===== src/rtl/sbox_arb_pkg.sv =====
// Shared definitions for the masked S-box arbiter: tag encoding and default S-box latency.
package sbox_arb_pkg;

    typedef enum logic [1:0] {
        TAG_NONE = 2'd0,
        TAG_DP   = 2'd1,
        TAG_KS   = 2'd2
    } tag_e;

    localparam int SBOX_LAT_DEF = 6;

endpackage


===== src/rtl/sbox_tag_pipe.sv =====
// Ownership tag delay line that runs alongside the S-box pipeline.
// Also reports whether any token still occupies a computing stage.
module sbox_tag_pipe
    import sbox_arb_pkg::*;
#(
    parameter int SBOX_LAT = SBOX_LAT_DEF
) (
    input  logic clk,
    input  logic rst,
    input  tag_e tag_in,
    output tag_e tag_out,
    output logic busy
);

    tag_e tag_q [SBOX_LAT];
    tag_e tag_d [SBOX_LAT];

    always_comb begin
        tag_d[0] = tag_in;
        for (int k = 1; k < SBOX_LAT; k++) begin
            tag_d[k] = tag_q[k-1];
        end
    end

    always_ff @(posedge clk) begin
        if (rst) begin
            for (int k = 0; k < SBOX_LAT; k++) begin
                tag_q[k] <= TAG_NONE;
            end
        end else begin
            tag_q <= tag_d;
        end
    end

    assign tag_out = tag_q[SBOX_LAT-1];

    // The output stage is emitting this cycle and no longer needs fresh randomness.
    always_comb begin
        busy = 1'b0;
        for (int k = 0; k < SBOX_LAT - 1; k++) begin
            busy = busy | (tag_q[k] != TAG_NONE);
        end
    end

endmodule


===== src/rtl/sbox_share_arbiter.sv =====
// Round-robin sharing of one masked pipelined S-box between the round datapath and key schedule.
// Optional SBOX_ARB_IDLE_ZERO_EN: drive all-zero shares into the S-box on non-issue cycles.
module sbox_share_arbiter
    import sbox_arb_pkg::*;
#(
    parameter int d        = 2,
    parameter int SBOX_LAT = SBOX_LAT_DEF
) (
    input  logic           clk,
    input  logic           rst,
    input  logic           dp_valid,
    output logic           dp_ready,
    input  logic [8*d-1:0] dp_data,
    input  logic           ks_valid,
    output logic           ks_ready,
    input  logic [8*d-1:0] ks_data,
    input  logic           prng_valid,
    output logic           prng_ready,
    output logic [8*d-1:0] sbox_in,
    input  logic [8*d-1:0] sbox_out,
    output logic [8*d-1:0] rsp_data,
    output logic           dp_rsp_valid,
    output logic           ks_rsp_valid,
    output logic           busy,
    output logic           rnd_err
);

    // ptr_q: 0 favours DP, 1 favours KS on contention
    logic ptr_q, ptr_d;
    logic rnd_err_q, rnd_err_d;
    logic issue, sel_ks, pipe_busy;
    logic [8*d-1:0] mux_data;
    tag_e issue_tag, out_tag;

    always_comb begin
        issue = prng_valid & ~rst & (dp_valid | ks_valid);
        if (dp_valid & ks_valid) begin
            sel_ks = ptr_q;
        end else if (ks_valid) begin
            sel_ks = 1'b1;
        end else if (dp_valid) begin
            sel_ks = 1'b0;
        end else begin
            sel_ks = ptr_q;
        end
        dp_ready  = issue & ~sel_ks;
        ks_ready  = issue & sel_ks;
        issue_tag = TAG_NONE;
        if (issue) begin
            issue_tag = sel_ks ? TAG_KS : TAG_DP;
        end
        ptr_d     = issue ? ~sel_ks : ptr_q;
        rnd_err_d = rnd_err_q | (pipe_busy & ~prng_valid);
        mux_data  = sel_ks ? ks_data : dp_data;
    end

    always_ff @(posedge clk) begin
        if (rst) begin
            ptr_q     <= 1'b0;
            rnd_err_q <= 1'b0;
        end else begin
            ptr_q     <= ptr_d;
            rnd_err_q <= rnd_err_d;
        end
    end

`ifdef SBOX_ARB_IDLE_ZERO_EN
    assign sbox_in = issue ? mux_data : '0;
`else
    assign sbox_in = mux_data;
`endif

    sbox_tag_pipe #(
        .SBOX_LAT (SBOX_LAT)
    ) u_tag_pipe (
        .clk     (clk),
        .rst     (rst),
        .tag_in  (issue_tag),
        .tag_out (out_tag),
        .busy    (pipe_busy)
    );

    assign busy         = pipe_busy & ~rst;
    assign prng_ready   = issue | busy;
    assign rsp_data     = sbox_out;
    assign dp_rsp_valid = ~rst & (out_tag == TAG_DP);
    assign ks_rsp_valid = ~rst & (out_tag == TAG_KS);
    assign rnd_err      = rnd_err_q;

endmodule


===== config.mk =====
export PLATFORM = sky130hd
export DESIGN_NAME = sbox_share_arbiter
export DESIGN_NICKNAME = d
export VERILOG_FILES = /design/src/rtl/sbox_arb_pkg.sv /design/src/rtl/sbox_tag_pipe.sv /design/src/rtl/sbox_share_arbiter.sv
export SDC_FILE = /design/constraint.sdc
export NUM_CORES = 1
export LEC_CHECK = 0
export CAP_MARGIN = 20
export CORE_ASPECT_RATIO = 0.75
export CORE_MARGIN = 3
export CORE_UTILIZATION = 25
export CTS_BUF_LIST = sky130_fd_sc_hd__clkbuf_16
export CTS_CLUSTER_SIZE = 8
export DETAILED_ROUTE_END_ITERATION = 12
export PLACE_DENSITY_LB_ADDON = 0.3
export SLEW_MARGIN = 20
export SYNTH_ARGS = -nofsm -noshare
export SYNTH_HDL_FRONTEND = slang
export SYNTH_SLANG_ARGS = --single-unit

===== constraint.sdc =====
create_clock -name clk -period 1.4 [get_ports clk]
set_input_delay 0.28 -clock clk [delete_from_list [all_inputs] [get_ports clk]]
set_output_delay 0.28 -clock clk [all_outputs]
set_load 0.05 [all_outputs]

### Word level (Yosys, flattened, before mapping)

Index checks and enable logic that the tools add are counted.

| storage, ports and cells | value |
|---|---|
| input bits | 53 |
| register bits | 14 |
| logic and storage cells | 41 |
| output and inout bits | 39 |

| cells by class | value |
|---|---|
| mux-type cells | 5 |
| bitwise gates (word level) | 20 |
| equality and inequality tests | 2 |
| reduce and logical (&&, ||, !) cells | 6 |

Operator list:

| cell | number |
|---|---|
| 16-bit 2-to-1 mux | 1 |
| 2-bit nonzero test | 5 |
| 1-bit AND | 9 |
| 1-bit OR | 7 |
| 1-bit inverter | 4 |
| 1-bit 2-to-1 mux | 3 |
| 2-bit by 1-bit == test with 1-bit output (second input constant) | 1 |
| 2-bit == test (second input constant) | 1 |
| 2-bit 2-to-1 mux | 1 |
| 2-bit OR reduction | 1 |

### Logic depth before layout (Yosys ltp)

Gate-level depths: netlist (run 1).

| depth | value |
|---|---|
| word-level depth | 7 |
| gate-level depth with buffers | 4 |
| depth with buffers taken out | 3 |

### Hierarchy

From an unflattened synthesis (run 1), not the netlist that was laid out.

| unflattened totals | value |
|---|---|
| cell total of the unflattened synthesis | 83 |
| area total of the unflattened synthesis | 843.3 um^2 |

By module, submodules not included:

| module | sequential area each (um^2) | cells each | area each (um^2) | instances |
|---|---|---|---|---|
| sbox_share_arbiter | 40.0 | 54 | 501.7 | 1 |
| sbox_tag_pipe | 240.2 | 29 | 341.6 | 1 |

### Worst setup path before layout (run 1)

No wires, ideal clock.

| timing | value |
|---|---|
| kind | input to output |
| from | input port rst |
| to | output port dp_rsp_valid |
| required time | 1.120 ns |
| path slack | -0.532 ns |
| arrival | 1.652 ns |
| stages | 2 |
| cell sequence | clkbuf_1 -> nor3b_1 |

| on the way | value |
|---|---|
| longest elaborated chain between the ends | 2 |

Ends and longest elaborated chain:

| what | line | RTL |
|---|---|---|
| start, declared | sbox_share_arbiter.sv:10 | `input logic rst,` |
| 1-bit inverter | sbox_share_arbiter.sv:86 | `assign dp_rsp_valid = ~rst & (out_tag == TAG_DP);` |
| 1-bit AND | sbox_share_arbiter.sv:86 |  |
| end, declared | sbox_share_arbiter.sv:22 | `output logic dp_rsp_valid,` |

No other way between the ends.

### Worst setup path after layout (run 1)

| timing | value |
|---|---|
| from | register u_tag_pipe.tag_q (netlist bit u_tag_pipe.tag_d[2]) |
| to | output port prng_ready |

| on the way | value |
|---|---|
| longest elaborated chain between the ends | 5 |

Ends and longest elaborated chain:

| what | line | RTL |
|---|---|---|
| start, declared | sbox_tag_pipe.sv:15 | `tag_e tag_q [SBOX_LAT];` |
| start signal, assigned | sbox_tag_pipe.sv:31 | `tag_q <= tag_d;` |
| 2-bit nonzero test | sbox_tag_pipe.sv:41 | `busy = busy \| (tag_q[k] != TAG_NONE);` |
| 1-bit OR (2 in series) | sbox_tag_pipe.sv:41 |  |
| 1-bit AND | sbox_share_arbiter.sv:83 | `assign busy = pipe_busy & ~rst;` |
| 1-bit OR | sbox_share_arbiter.sv:84 | `assign prng_ready = issue \| busy;` |
| end, declared | sbox_share_arbiter.sv:18 | `output logic prng_ready,` |

No other way between the ends.

==> flow_metrics.tcl, run 1 <==
set metrics [dict create \
    netlist_area_um2 848 \
    finalHoldViolCount 0 \
    antenna_found_initial 0 \
    critPathMaxFanout 2 \
    syn_inst 80 \
    relSlewSlack_pct 70.5 \
    final_cell_mix "clkdlybuf4s50_1, buf_12, dfxtp_1" \
    avgRoutedWirePerCell_um 14.4 \
    maxCapViolations 0 \
    min_period_over_period_pct 132 \
    via_per_inst 4.56 \
    irDropWorstVdd_mv 0.495 \
    fin_skew_ns 0.00119 \
    firstDrtPassIters 2 \
    first_iter_violations 5 \
    crit_required_ns 1.12 \
    design_area_um2 1720 \
    ys_seq_area_share_pct 33.0 \
    ctsHtreeMaxLevel 1 \
    crit_path_start_kind "register" \
    critPathSlowestCell "or4_4" \
    clock_path_buffers 2 \
    synth_cell_types 20 \
    dieArea_um2 4140 \
    placed_area_um2 1550 \
    fmax_mhz 540 \
    nets 187 \
    n_antenna_cell 0 \
    track_usage_pct 12.2 \
    hold_path_class "in -> reg" \
    power_w 0.00159 \
    ant_nets 0 \
    core_um2 3080 \
    violations "negative setup slack" \
    clk_transition_reported_paths_ns 0.04 \
    numClockSinks 14 \
    grt_pass1_wl_um 3830 \
    path_class "reg -> out" \
    drive_gt1_share_pct 50.0 \
    initial_core_util_pct 27.5 \
    power_density_nw_per_um2 926 \
    worstMarginPinSlew_ns 0.438 \
    ioPinCount 92 \
    yosys_warnings 0 \
    dp_hpwl_um 1820 \
    end_kind "primary output" \
    setup_viol 18 \
    max_stage_delay_ns 0.55 \
    postSynthAreaPerCell_um2 10.6 \
    synth_seq_cells 14 \
    grt_pass1_vias 822 \
    syn-num-nets 133 \
    rsz0062_at_grt "true" \
    cts_root_buf "clkbuf_16" \
    cp.arrival_ns 1.57 \
    route.detailed.drc 0 \
    worstSkewPairLatency_ns 0.23 \
    leakage_nw 0.719 \
    cts_made_buffers 3 \
    place.gp.congestion 0.653 \
    drv_slew 0 \
    status "finished, violations left" \
    place_ws_ns -0.701 \
    area_growth_pct 103 \
    vias 776 \
    io_buffers 59 \
    die_w_um 73.3 \
    grt_max_degree 13 \
    layout_min_cycle_time_ns 1.85 \
    gr-total-overflow 0 \
    mostFrequentLayoutCell "clkdlybuf4s50_1" \
    cts_tree "yes" \
    die_y_um 56.4 \
    crit_path_cell_trace "or4_4 > nor3_4 > a21oi_4 > buf_12" \
    wl_um 2450 \
    final.setup.worst_slack_ns -0.451 \
    rows 17 \
]
==> power by group <==
| group | internal, W | switching (W) |
|---|---|---|
| registers | 0.000410 | 0.00000826 |
| logic | 0.000344 | 0.000322 |
| clock network | 0.000371 | 0.000138 |
==> final timing paths <==
kind / cells after the start / endpoint / slack, ns / start
worst min-delay path: 3 / u_tag_pipe.tag_d[9]$_SDFF_PP0_ / 0.40 / rst
worst min register to register: 1 / u_tag_pipe.tag_d[0]$_SDFF_PP0_ / 0.46 / u_tag_pipe.tag_d[2]$_SDFF_PP0_
worst max-delay path: 4 / prng_ready / -0.45 / u_tag_pipe.tag_d[2]$_SDFF_PP0_
worst max register to register: 3 / rnd_err$_SDFF_PP0_ / 0.12 / u_tag_pipe.tag_d[2]$_SDFF_PP0_
==> per-layer routing <==
layer | wire length, µm | GRT usage (%) | vias to the layer above
met3 | 233 | 4.83 | 6
met2 | 1170 | 18.7 | 49
met4 | 45 | 5.26 | 0
met1 | 1000 | 14.9 | 352
li1 | - | - | 369
met5 | 0 | 0 | -
==> cells in the mapped netlist (all sizes together) <==
cell type	instances	share of area [%]
a21oi	4	2.4
a311oi	1	1.0
buf	17	17
clkbuf	1	0.44
dfxtp	14	33
inv	1	0.44
maj3	1	1.6
mux2	16	26
nand2	1	0.44
nor2	1	0.44
nor2b	12	8.8
nor3	2	1.2
nor3b	2	1.8
nor4	1	0.74
o211a	2	2.4
o21ai	1	0.59
or2	1	0.74
or4	2	1.8
==> worst max-delay path: cells and delay by family (launching register included) <==
kind / cells / cell delay [ns]
simple gates: 2 / 0.79
flops: 1 / 0.30
buf+inv: 1 / 0.16
compound gates: 1 / 0.09
==> what timing repair did <==
item	in CTS	in global routing
hold buffers	0	0
endpoints found under the hold margin	0	0
setup endpoints to repair	22	22
cloned	1	0
resized for setup	25	5
pin swaps	9	3
buffers inserted	0	0
==> sequential cells by signal, indices dropped and copies added (netlist names) <==
register / cells
ptr_q: 1
rnd_err: 1
u_tag_pipe.tag_out: 2
u_tag_pipe.tag_d: 10
==> through the flow <==
stage,instances,hold slack [ns],util [%],setup TNS (ns)
after global placement,166,0.445,50.3,-12.16
after floorplan,80,0.352,-,-1.63
after detailed placement,166,0.446,50.3,-12.61
after global routing,170,0.415,55.8,-7.12
final,170,0.400,55.8,-6.40
after CTS,170,0.462,55.3,-6.64
==> cell type report <==
type	instances	area, µm²
Fill cell	269	1360
Timing Repair Buffer	66	795
Multi-Input combinational cell	48	518
Sequential cell	14	282
Clock buffer	3	75.1
Tap cell	38	47.5
Inverter	1	3.75
==> cells by family (layout without fill, tap and decap cells) <==
group | after synthesis | in the layout | synth area share [%]
buffers and inverters | 19 | 70 | 17.4
adders and majority gates | 1 | 2 | 1.62
muxes | 16 | 16 | 25.7
DFF | 14 | 14 | 33.0
AOI/OAI and AO/OA | 8 | 8 | 6.34
and+or+nand+nor | 22 | 22 | 15.9
No activity file was read; power rests on OpenSTA's default activity.
==> inputs of run 2 (changes only) <==
--- a/config.mk
+++ b/config.mk
@@ -13,6 +13,7 @@
 export CTS_CLUSTER_SIZE = 8
 export DETAILED_ROUTE_END_ITERATION = 12
 export PLACE_DENSITY_LB_ADDON = 0.3
+export REMOVE_ABC_BUFFERS = 1
 export SLEW_MARGIN = 20
 export SYNTH_ARGS = -nofsm -noshare
 export SYNTH_HDL_FRONTEND = slang
==> run 2 against run 1 <==
The run still ends with negative setup slack left. Via count is 2.8% higher. Wire length is 31% higher. Maximum frequency fell by 0.55%. Global-route usage rose by 4.4 points. Cell area increased by 1.2%. First-iteration DRC count grew to 6.8 times the previous value. Critical path depth stayed put.
==> flow_metrics.tcl, run 2 (synthesis results as in run 1) <==
set metrics [dict create \
    place_ws_ns -0.698 \
    crit_path_start_kind "register" \
    crit-reg2reg-launch "u_tag_pipe.tag_d[2]$_SDFF_PP0_" \
    die_y_um 56.4 \
    route.detailed.drc 0 \
    vias 798 \
    crit_required_ns 1.12 \
    fin_setup_tns_ns -6.55 \
    dp_hpwl_um 2620 \
    clk_transition_reported_paths_ns 0.04 \
    startpoint "u_tag_pipe.tag_d[2]$_SDFF_PP0_" \
    place.gp.congestion 0.728 \
    fin_skew_ns 0.00178 \
    n_antenna_cell 0 \
    power_density_nw_per_um2 930 \
    worstMarginPinSlew_ns 0.241 \
    violations "negative setup slack" \
    ant_nets 0 \
    ctsHtreeMaxLevel 1 \
    track_usage_pct 16.6 \
    final_cell_mix "clkdlybuf4s50_1, buf_4, buf_12, dfxtp_1, nor2b_1" \
    maxCapViolations 0 \
    grt_pass1_wl_um 4940 \
    finalHoldViolCount 0 \
    dieArea_um2 4140 \
    status "finished, violations left" \
    wl_um 3220 \
    cts_made_buffers 3 \
    min_period_over_period_pct 133 \
    area_growth_pct 105 \
    rsz0062_at_grt "true" \
    path_class "reg -> out" \
    fillers 240 \
    via_per_inst 4.46 \
    initial_core_util_pct 27.5 \
    setup_viol 19 \
    hold_path_class "in -> reg" \
    grt_max_degree 9 \
    nets 195 \
    leakage_nw 0.766 \
    mostFrequentLayoutCell "clkdlybuf4s50_1" \
    numClockSinks 14 \
    rows 17 \
    avgRoutedWirePerCell_um 18.0 \
    critPathMaxFanout 2 \
    grt_pass1_vias 871 \
    fmax_mhz 537 \
    worstSkewPairLatency_ns 0.24 \
    ioPinCount 92 \
    irDropWorstVdd_mv 0.370 \
    core_um2 3080 \
    gr-total-overflow 0 \
    clock_path_buffers 2 \
    die_w_um 73.3 \
    cp.arrival_ns 1.58 \
    final.setup.worst_slack_ns -0.461 \
    cts_tree "yes" \
    drive_gt1_share_pct 51.8 \
    first_iter_violations 34 \
    firstDrtPassIters 4 \
    antenna_found_initial 0 \
    relSlewSlack_pct 83.8 \
    largest_reg_flops 10 \
    end_kind "primary output" \
    drv_slew 0 \
    io_buffers 59 \
    worstHoldStart "prng_valid" \
    cts_root_buf "clkbuf_16" \
    layout_min_cycle_time_ns 1.86 \
]
[run 2: cell count changes in the layout (fill, tap and decap cells not counted), sizes merged]
cell,change
buf,+8
clkinv,+1
clkbuf,+1
clkdlybuf4s15,-1
[run 2: what timing repair did]
item                       in CTS  in global routing
cloned                          1                  0
gates resized for setup        31                  5
setup endpoints to repair      23                 22
setup buffers                   2                  0
hold buffers                    0                  0
pin swaps                       6                  1
[run 2: worst paths after layout]
path | to | slack, ns | depth (start not counted)
worst min register to register | u_tag_pipe.tag_d[0]$_SDFF_PP0_ | 0.46 | 1
worst max register to register | rnd_err$_SDFF_PP0_ | -0.03 | 4
worst max-delay path | prng_ready | -0.46 | 4
worst min-delay path | ptr_q$_SDFFE_PP0N_ | 0.28 | 2
[run 2: stage by stage]
| stage | cell area, µm² | hold WS (ns) | instances | utilization, % | power [W] |
|---|---|---|---|---|---|
| 3_5_place_dp | 1550 | 0.444 | 172 | 50.1 | 0.00104 |
| 4_1_cts | 1740 | 0.402 | 179 | 56.4 | 0.00163 |
| 3_3_place_gp | 1550 | 0.448 | 172 | 50.1 | 0.00103 |
| 6_report | 1740 | 0.279 | 179 | 56.4 | 0.00162 |
| 2_1_floorplan | 704 | 0.352 | 62 | - | 0.000734 |
| 5_1_grt | 1740 | 0.291 | 179 | 56.4 | 0.00168 |
[run 2: critical path, cell delays in order (launching register included)]
cell and delay, ns:
dfxtp_1 0.30, or4_4 0.56, nor3_4 0.23, a21oi_2 0.10, buf_12 0.16
[run 2: routing by layer]
metal | vias up | share of wire, % | global-route usage, %
li1 | 386 | - | -
met1 | 368 | 32 | 16.5
met2 | 35 | 48 | 24.7
met3 | 7 | 17 | 14.0
met4 | 2 | 1.3 | 5.00
met5 | - | 1.5 | 11.1
[run 2: area by class of cell]
cell class	count	area, µm²	share of cell area, %
clock buffers	3	75.1	4.31
clock inverters	1	3.75	0.216
inverters	1	3.75	0.216
multi-input cells	48	478	27.5
flip-flops and latches	14	282	16.2
well taps	38	47.5	2.73
repair buffers	74	851	48.9
[run 2: report_power, final]
part	internal, W	switching [W]	total, W
registers	0.000410	0.00000834	0.000418
logic	0.000348	0.000320	0.000668
clock network	0.000377	0.000155	0.000532
total	0.00113	0.000483	0.00162
==> inputs of run 3 (changes only) <==
--- a/config.mk
+++ b/config.mk
@@ -10,6 +10,7 @@
 export CORE_MARGIN = 3
 export CORE_UTILIZATION = 25
 export CTS_BUF_LIST = sky130_fd_sc_hd__clkbuf_16
+export CTS_CLUSTER_DIAMETER = 30
 export CTS_CLUSTER_SIZE = 8
 export DETAILED_ROUTE_END_ITERATION = 12
 export PLACE_DENSITY_LB_ADDON = 0.3
==> results of run 3 <==
Final layout, timing and power as in run 2 (identical DEF).
